==> config.mk <==
export PLATFORM = sky130hd
export DESIGN_NAME = game_tick_gen
export DESIGN_NICKNAME = d
export VERILOG_FILES = /design/src/rtl/game_timing_pkg.sv /design/src/rtl/tick_period_calc.sv /design/src/rtl/game_tick_gen.sv
export SDC_FILE = /design/constraint.sdc
export NUM_CORES = 1
export LEC_CHECK = 0
export ABC_CLOCK_PERIOD_IN_PS = 5050
export BUFFER_PORTS_ARGS = -buffer_cell sky130_fd_sc_hd__buf_4
export CAP_MARGIN = 20
export CORE_MARGIN = 5
export CORE_UTILIZATION = 57
export DETAILED_ROUTE_END_ITERATION = 12
export GPL_TIMING_DRIVEN = 1
export PLACE_DENSITY = 0.78
export SLEW_MARGIN = 20
export SYNTH_ARGS = -nofsm -noshare
export SYNTH_HDL_FRONTEND = slang
export SYNTH_SLANG_ARGS = --single-unit
==> constraint.sdc <==
create_clock -name clk -period 5.05 [get_ports clk]
set_clock_uncertainty 0.15 [all_clocks]
set_input_delay 1.2625 -clock clk [delete_from_list [all_inputs] [get_ports clk]]
set_output_delay 1.2625 -clock clk [all_outputs]
set_load 0.05 [all_outputs]
==> src/rtl/game_timing_pkg.sv <==
// Shared timing definitions for the gravity tick generator: FSM state type and
// default period constants (all periods in clk cycles).
package game_timing_pkg;

    typedef enum logic [1:0] {
        IDLE   = 2'd0,
        RUN    = 2'd1,
        PAUSED = 2'd2
    } tick_state_e;

    localparam int unsigned DEF_BASE_PERIOD = 10_000_000;
    localparam int unsigned DEF_PERIOD_STEP = 600_000;
    localparam int unsigned DEF_MIN_PERIOD  = 1_000_000;
    localparam int unsigned DEF_FAST_SHIFT  = 3;

endpackage

==> src/rtl/tick_period_calc.sv <==
// Saturating period arithmetic: registered level period plus the soft-drop
// fast period derived from it.
module tick_period_calc
    import game_timing_pkg::*;
#(
    parameter int          CNT_W       = 32,
    parameter int          LEVEL_W     = 4,
    parameter int unsigned BASE_PERIOD = DEF_BASE_PERIOD,
    parameter int unsigned PERIOD_STEP = DEF_PERIOD_STEP,
    parameter int unsigned MIN_PERIOD  = DEF_MIN_PERIOD,
    parameter int unsigned FAST_SHIFT  = DEF_FAST_SHIFT
) (
    input  logic               clk,
    input  logic               rst,
    input  logic [LEVEL_W-1:0] level_i,
    input  logic               soft_drop_i,
    output logic [CNT_W-1:0]   eff_p_o
);

    localparam int W = CNT_W + LEVEL_W;

    logic [W-1:0]     base_w;
    logic [W-1:0]     min_w;
    logic [W-1:0]     reduce_w;
    logic [W-1:0]     lvl_w;
    logic [CNT_W-1:0] lvl_p_d;
    logic [CNT_W-1:0] lvl_p_q;
    logic [CNT_W-1:0] fast_p;

    // Widened so level*step can exceed the base without wrapping.
    assign base_w   = W'(BASE_PERIOD);
    assign min_w    = W'(MIN_PERIOD);
    assign reduce_w = W'(level_i) * W'(PERIOD_STEP);

    always_comb begin
        lvl_w = base_w - reduce_w;
        if ((reduce_w >= base_w) || (lvl_w < min_w)) begin
            lvl_w = min_w;
        end
        lvl_p_d = CNT_W'(lvl_w);
    end

    always_ff @(posedge clk) begin
        if (rst) begin
            lvl_p_q <= CNT_W'(BASE_PERIOD);
        end else begin
            lvl_p_q <= lvl_p_d;
        end
    end

    always_comb begin
        fast_p = lvl_p_q >> FAST_SHIFT;
        if (fast_p < CNT_W'(2)) begin
            fast_p = CNT_W'(2);
        end
        eff_p_o = soft_drop_i ? fast_p : lvl_p_q;
    end

endmodule

==> src/rtl/game_tick_gen.sv <==
// Gravity tick generator: IDLE/RUN/PAUSED FSM, period counter and tick counter.
// Tick is registered, so it appears eff_p cycles after the RUN entry cycle.
module game_tick_gen
    import game_timing_pkg::*;
#(
    parameter int          CNT_W       = 32,
    parameter int          LEVEL_W     = 4,
    parameter int unsigned BASE_PERIOD = DEF_BASE_PERIOD,
    parameter int unsigned PERIOD_STEP = DEF_PERIOD_STEP,
    parameter int unsigned MIN_PERIOD  = DEF_MIN_PERIOD,
    parameter int unsigned FAST_SHIFT  = DEF_FAST_SHIFT,
    parameter int          TCNT_W      = 16
) (
    input  logic               clk,
    input  logic               rst,
    input  logic               start_i,
    input  logic               pause_i,
    input  logic [LEVEL_W-1:0] level_i,
    input  logic               soft_drop_i,
    input  logic               resync_i,
    output logic               tick_o,
    output logic [TCNT_W-1:0]  tick_count_o,
    output logic               running_o,
    output logic               paused_o
);

    tick_state_e       state_q, state_d;
    logic [CNT_W-1:0]  cnt_q, cnt_d;
    logic              tick_q, tick_d;
    logic [TCNT_W-1:0] tcnt_q, tcnt_d;
    logic [CNT_W-1:0]  eff_p;

    tick_period_calc #(
        .CNT_W      (CNT_W),
        .LEVEL_W    (LEVEL_W),
        .BASE_PERIOD(BASE_PERIOD),
        .PERIOD_STEP(PERIOD_STEP),
        .MIN_PERIOD (MIN_PERIOD),
        .FAST_SHIFT (FAST_SHIFT)
    ) u_period (
        .clk        (clk),
        .rst        (rst),
        .level_i    (level_i),
        .soft_drop_i(soft_drop_i),
        .eff_p_o    (eff_p)
    );

    always_ff @(posedge clk) begin
        if (rst) begin
            state_q <= IDLE;
            cnt_q   <= '0;
            tick_q  <= 1'b0;
            tcnt_q  <= '0;
        end else begin
            state_q <= state_d;
            cnt_q   <= cnt_d;
            tick_q  <= tick_d;
            tcnt_q  <= tcnt_d;
        end
    end

    always_comb begin
        state_d = state_q;
        cnt_d   = cnt_q;
        tick_d  = 1'b0;
        tcnt_d  = tcnt_q;
        case (state_q)
            IDLE: begin
                cnt_d = '0;
                if (start_i) begin
                    state_d = RUN;
                    tcnt_d  = '0;
                end
            end
            RUN: begin
                if (pause_i) begin
                    state_d = PAUSED;
                end
                // >= (not ==) so a shrinking period fires at once instead of wrapping.
                if (resync_i) begin
                    cnt_d = '0;
                end else if (!pause_i) begin
                    if (cnt_q >= eff_p - CNT_W'(1)) begin
                        tick_d = 1'b1;
                        cnt_d  = '0;
                        tcnt_d = tcnt_q + TCNT_W'(1);
                    end else begin
                        cnt_d = cnt_q + CNT_W'(1);
                    end
                end
            end
            PAUSED: begin
                if (!pause_i) begin
                    state_d = RUN;
                end
                if (resync_i) begin
                    cnt_d = '0;
                end
            end
            default: begin
                state_d = IDLE;
                cnt_d   = '0;
            end
        endcase
    end

    assign tick_o       = tick_q;
    assign tick_count_o = tcnt_q;
    assign running_o    = (state_q == RUN);
    assign paused_o     = (state_q == PAUSED);

endmodule

Word level (Yosys, flattened, before mapping)
Cells that the tools add are included. W data, S select, Z words.

Register bits after elaboration: 76. Bits in latches: 0. Memory bits (writable): 0. ROM bits: 0. Input port bits: 10. Memories kept: 0.

$add $sub $neg: 4. Multiply operators: 1. Div/mod/pow operators: 0. $lt $le $gt $ge: 4. Equal/unequal tests: 10. Shifts and indexed selects: 0. Mux-type cells: 18. Bitwise logic cells: 1. Reductions and logical operators: 8.

Operators with widths (number): $mux W32 (5); $mux W16 (4); $pmux W32 S2 (1); $lt A36 B20 Y1 const B (1); $add A32 B1 Y32 const B (1); $ge A32 B32 Y1 (1); $pmux W16 S2 (1); $sub A32 B1 Y32 const B (1); $lt A29 B2 Y1 const B (1); $mux W29 (1); $sub A24 B24 Y25 const A (1); $ge A24 B24 Y1 const B (1); $mux W24 (1); $mul A4 B14 Y18 const B (1); $add A16 B1 Y16 const B (1); $ne A2 B2 Y1 const B (6); $mux W2 (3); $pmux W2 S3 (1); $reduce_and A5 Y1 (1); $reduce_or A4 Y1 (1); $ne A3 B3 Y1 const B (1); $reduce_and A3 Y1 (1); $eq A2 B1 Y1 const B (1); $eq A2 B2 Y1 const B (1); 8 further kinds (8).

Longest topological paths before layout
Word-level depth: 9. Mapped depth: 24.

Hierarchy
Synthesis repeated with hierarchy kept, for this count alone.

Cells, all modules: 787. Area, all modules: 6263.5 um^2.

By module, submodules not included: game_tick_gen (times used 1, cells each 491, area each 3853.7 um^2, sequential area each 1021.0 um^2); tick_period_calc (times used 1, cells each 296, area each 2409.8 um^2, sequential area each 380.4 um^2).

Worst setup path after synthesis
OpenSTA, ideal clock, no wires.

Path type: input port to flip-flop. Start: input soft_drop_i. End: register cnt_q[18]. Arrival time: 5.146 ns. Required time: 4.809 ns. Setup slack: -0.337 ns. Cell stages on the path: 17. Buffers on the path: 1. Path through: nor4_1 -> a21oi_1 -> or4_1 -> or3b_1 -> or3_4 -> nand2_1 -> o21ai_0 -> ha_1 -> or4_4 -> a211oi_2 -> nor2_1 -> o311ai_2 -> and2_4 -> and3_1 -> buf_6 -> a41oi_1 -> a311oi_1.

Word-level cells in the longest chain between the ends: 7.

Ends and longest elaborated chain: start, declared (line game_tick_gen.sv:19) `input logic soft_drop_i,`; $mux W32 (line tick_period_calc.sv:56) `eff_p_o = soft_drop_i ? fast_p : lvl_p_q;`; $sub A32 B1 Y32 (line game_tick_gen.sv:83) `if (cnt_q >= eff_p - CNT_W'(1)) begin`; $ge A32 B32 Y1 (line game_tick_gen.sv:83); $mux W32 (line game_tick_gen.sv:83); $mux W32 (line game_tick_gen.sv:82) `end else if (!pause_i) begin`; $mux W32 (line game_tick_gen.sv:80) `if (resync_i) begin`; $pmux W32 S2 (line game_tick_gen.sv:67) `case (state_q)`; end signal, assigned (line game_tick_gen.sv:56) `cnt_q <= cnt_d;`; end, declared (line game_tick_gen.sv:28) `logic [CNT_W-1:0] cnt_q, cnt_d;`.

No other way between the ends. The select of a mux whose other input is x is not followed. A chain may end at the register's enable or synchronous reset.

Worst setup path after layout
Start: input soft_drop_i. End: register tcnt_q[15] (netlist: tick_count_o[15]).

Word-level cells in the longest chain between the ends: 5.

Ends and longest elaborated chain: $mux W32 (line tick_period_calc.sv:56); $sub A32 B1 Y32 (line game_tick_gen.sv:83); $ge A32 B32 Y1 (line game_tick_gen.sv:83); $ne A2 B1 Y1 (no source line); $reduce_and A5 Y1 (no source line); end signal, assigned (line game_tick_gen.sv:58) `tcnt_q <= tcnt_d;`; end, declared (line game_tick_gen.sv:30) `logic [TCNT_W-1:0] tcnt_q, tcnt_d;`.

No other way between the ends.

==> results.ini <==
[worst_setup_path]
start_kind=input pin
cp.required_ns=5.19
reg2reg_slack_ns=0.25
slowest_stage=or4_1
r2r-end=tick_count_o[4]
reg2reg_from=u_period.lvl_p_q[23]
critical_path_class=in2reg
path_max_fanout=5
arrival_ns=5.21
startpoint=soft_drop_i
slowest_delay_ns=0.54
rr_worst_depth=21
path_cells=buf_12 > mux2_4 > or4_4 > or3b_4 > or3_4 > nor2_4 > buf_6 > nor2_1 > ha_1 > nand4_1 > nor2_2 > o311ai_4 > a21oi_2 > o211ai_1 > or4_1 > a21oi_1
end_kind=register

[final_layout]
seq_area_mm2=0.001401
fin_cells=941
num_antenna_cells=0
drive_above_1_share_pct=23.27
syn_to_final_growth_pct=24.15
multiInputGateArea_mm2=0.004431
n_fill_cell=767
nNetsFinal=872

[detailed_routing]
vias_per_cell=6.073
routed_wl_um=15310
wl_per_cell_um=16.26
antenna_left=0
firstDrtPassIters=7
drt_iter0_drc=529
drt_drc_violations_left=0
via_count=5715

[synth]
postSynthAreaPerCell_um2=8.034
syn_inst=719
yosysWarnings=0
ys_seq_area_share_pct=24.26
ys_seq_elements=70
synth_top_flop_cell=dfxtp_1
synth.distinct_cells=74
synthArstFlopShare_pct=0
synth_edf_count=0
synth_area_mm2=0.005777
syn-num-nets=788

[timing]
slew_headroom_pct=12.43
finalCritPeriodShare_pct=100.5
rsz0062_at_grt=yes
clock.fmax_mhz=197.1
setup_ws_ns=-0.02291
final-setup-viol-count=1
hold_viol=0
period_needed_ns=5.073
fin_tns_setup_ns=-0.02291
tightest_slew_ns=1.309
drv_slew=0

[pwr]
irDropWorstVdd_mv=0.1625
switchingPower_w=0.0006479
sw_frac_of_total_pct=34.64
clkPwrFrac_pct=27.6
leakage_nw=2.999
p_per_area_mw_per_mm2=260.8
p_comb_share_pct=36.9
intPower_w=0.001222
power_frac_seq_pct=35.5

[clocking]
ctsHoldBuffers=0
cts_tree=yes
cts_buffer_depth=2
cts.sinks=70
numCtsBuffers=9
h-tree-depth=3
root_buffer=clkbuf_8
cts.reportedPaths.clkPinSlew_ns=0.08
insertion_delay_ns=0.36

[global_route]
grt_usage_pct=23.10
grt_pass1_wl_um=24450
grt_max_degree=45
grt_overflow=0
grt_pass1_vias=5435
antenna_found_initial=0

[die]
die_area_mm2=0.01225
die_x_um=110.7
io_pins=29
core_mm2=0.009819
start_util_pct=58.83
fp.dieH_um=110.7
rows=36

[run_status]
status=finished, violations left
violations=negative setup slack

[placed_design]
place.gp.congestion=0.9154
port_buffers=28
place_ws_ns=-0.4809
dp_cells=916
place.detailed.hpwl_um=10960

[hold_path]
hold_class=reg2reg
hold_path_depth=2
hp-start=tick_count_o[15]
hold_end=tick_count_o[15]

[flow_run]
maxCapViolCount=0

-- layout by cell type, fill, tap and decap left out, types with 4 or more instances in the layout --
cell and instances:
buf_4 92, dfxtp_1 70, nor2_1 65, nand2_1 56, ha_1 50, o21ai_0 38, a21oi_1 31, xor2_1 30
nand3_1 28, inv_1 27, xnor2_1 25, nor2b_1 16, o31ai_1 16, o21ai_1 16, nor3_1 13, nand2b_1 13
a21o_1 13, mux2i_1 11, and3_1 10, nand4_1 9, a31oi_1 9, clkbuf_8 9, and2_1 7, a21oi_2 6
and4_1 6, fa_1 6, nor4_1 5, o22ai_1 5, o21ai_2 5, or4_1 4, o21a_1 4, nor2_4 4
a31o_1 4, buf_6 4
-- worst max-delay path, delay by kind of cell --
kind,cells,cell delay (ns)
AND/OR/NAND/NOR,8,2.39
AO/OA/AOI/OAI,4,0.67
multiplexers,1,0.30
adder cells (fa/ha/maj),1,0.32
buffers and inverters,2,0.26
-- Yosys cell counts, types with 7 or more instances --
cell type | number | area share [%]
nor3_1 | 14 | 1.2
nor4_1 | 7 | 0.76
nand2b_1 | 13 | 1.4
nand4_1 | 9 | 0.97
o31ai_1 | 19 | 2.5
xnor2_1 | 26 | 3.9
nor2b_1 | 16 | 1.7
nand2_1 | 56 | 3.6
ha_1 | 53 | 11
a21o_1 | 14 | 1.8
o21ai_0 | 50 | 4.3
dfxtp_1 | 70 | 24
nand3_1 | 29 | 2.5
inv_1 | 27 | 1.8
and2_1 | 7 | 0.76
xor2_1 | 30 | 4.5
and3_1 | 11 | 1.2
a31oi_1 | 9 | 0.97
mux2i_1 | 11 | 1.9
o21ai_1 | 9 | 0.78
nor2_1 | 69 | 4.5
a21oi_1 | 35 | 3.0
clkbuf_1 | 20 | 1.3
-- cell type report --
class,count,area share [%]
Multi-Input combinational cell,594,61.78
Sequential cell,70,19.54
Timing Repair Buffer,101,11.86
Tap cell,133,2.320
Clock buffer,9,1.727
Inverter,27,1.413
Clock inverter,7,1.361
-- worst max path at each step --
stage	to	slack, ns	depth (start not counted)
detailed placement	tick_count_o[13]	-0.48	16
global route	tick_count_o[15]	-0.20	16
floorplan	cnt_q[29]	-0.16	16
CTS	tick_count_o[4]	0.02	19
global placement	tick_count_o[13]	-0.34	16
finish	tick_count_o[15]	-0.02	16
-- power by group through the flow --
stage	Sequential (W)	Clock (W)	Combinational, W
after global routing	0.000670	0.000549	0.000760
after detailed placement	0.000673	0	0.000666
after floorplan	0.000642	0	0.000477
final	0.000664	0.000517	0.000690
after CTS	0.000659	0.000519	0.000672
after global placement	0.000671	0	0.000638
-- cells by family (layout without fill, tap and decap cells) --
kind of cell / after synthesis / count (layout) / synth area share [%]
xor gates and xnor gates: 57 / 57 / 8.772
AOI/OAI and AO/OA: 197 / 197 / 22.87
adders and majority gates: 59 / 59 / 13.56
and+or+nand+nor: 264 / 265 / 23.46
buffers and inverters: 56 / 144 / 4.137
muxes: 15 / 15 / 2.881
other: 1 / 1 / 0.06491
DFF: 70 / 70 / 24.26
-- timing repair --
item                                    in CTS  in global routing
setup buffers                                1                  3
pin swaps                                    9                 22
cloned                                       0                  5
resized for setup                            3                 37
endpoints found under the setup margin      12                 56
-- registers in the layout, indices dropped and copies added, names as in the netlist --
register and cells:
u_period.lvl_p_q 19, tick_o 1, state_q 2, tick_count_o 16
cnt_q 32
-- routing by layer --
layer	vias up	track usage [%]	routed length (um)
met5	-	0	0
met1	2717	28.59	6548
met3	31	3.111	660
met2	182	41.79	7765
li1	2785	-	-
met4	0	6.404	330
-- stage by stage --
stage	util (%)	area [um^2]	hold slack [ns]	total power, W
after CTS	70.27	6900	0.3478	0.001851
final	73.04	7172	0.3518	0.001870
after floorplan	-	5939	0.3051	0.001119
after detailed placement	67.79	6656	0.3338	0.001339
after global routing	73.04	7172	0.3762	0.001979
after global placement	67.79	6656	0.3254	0.001309
No activity file was read; power rests on OpenSTA's default activity.
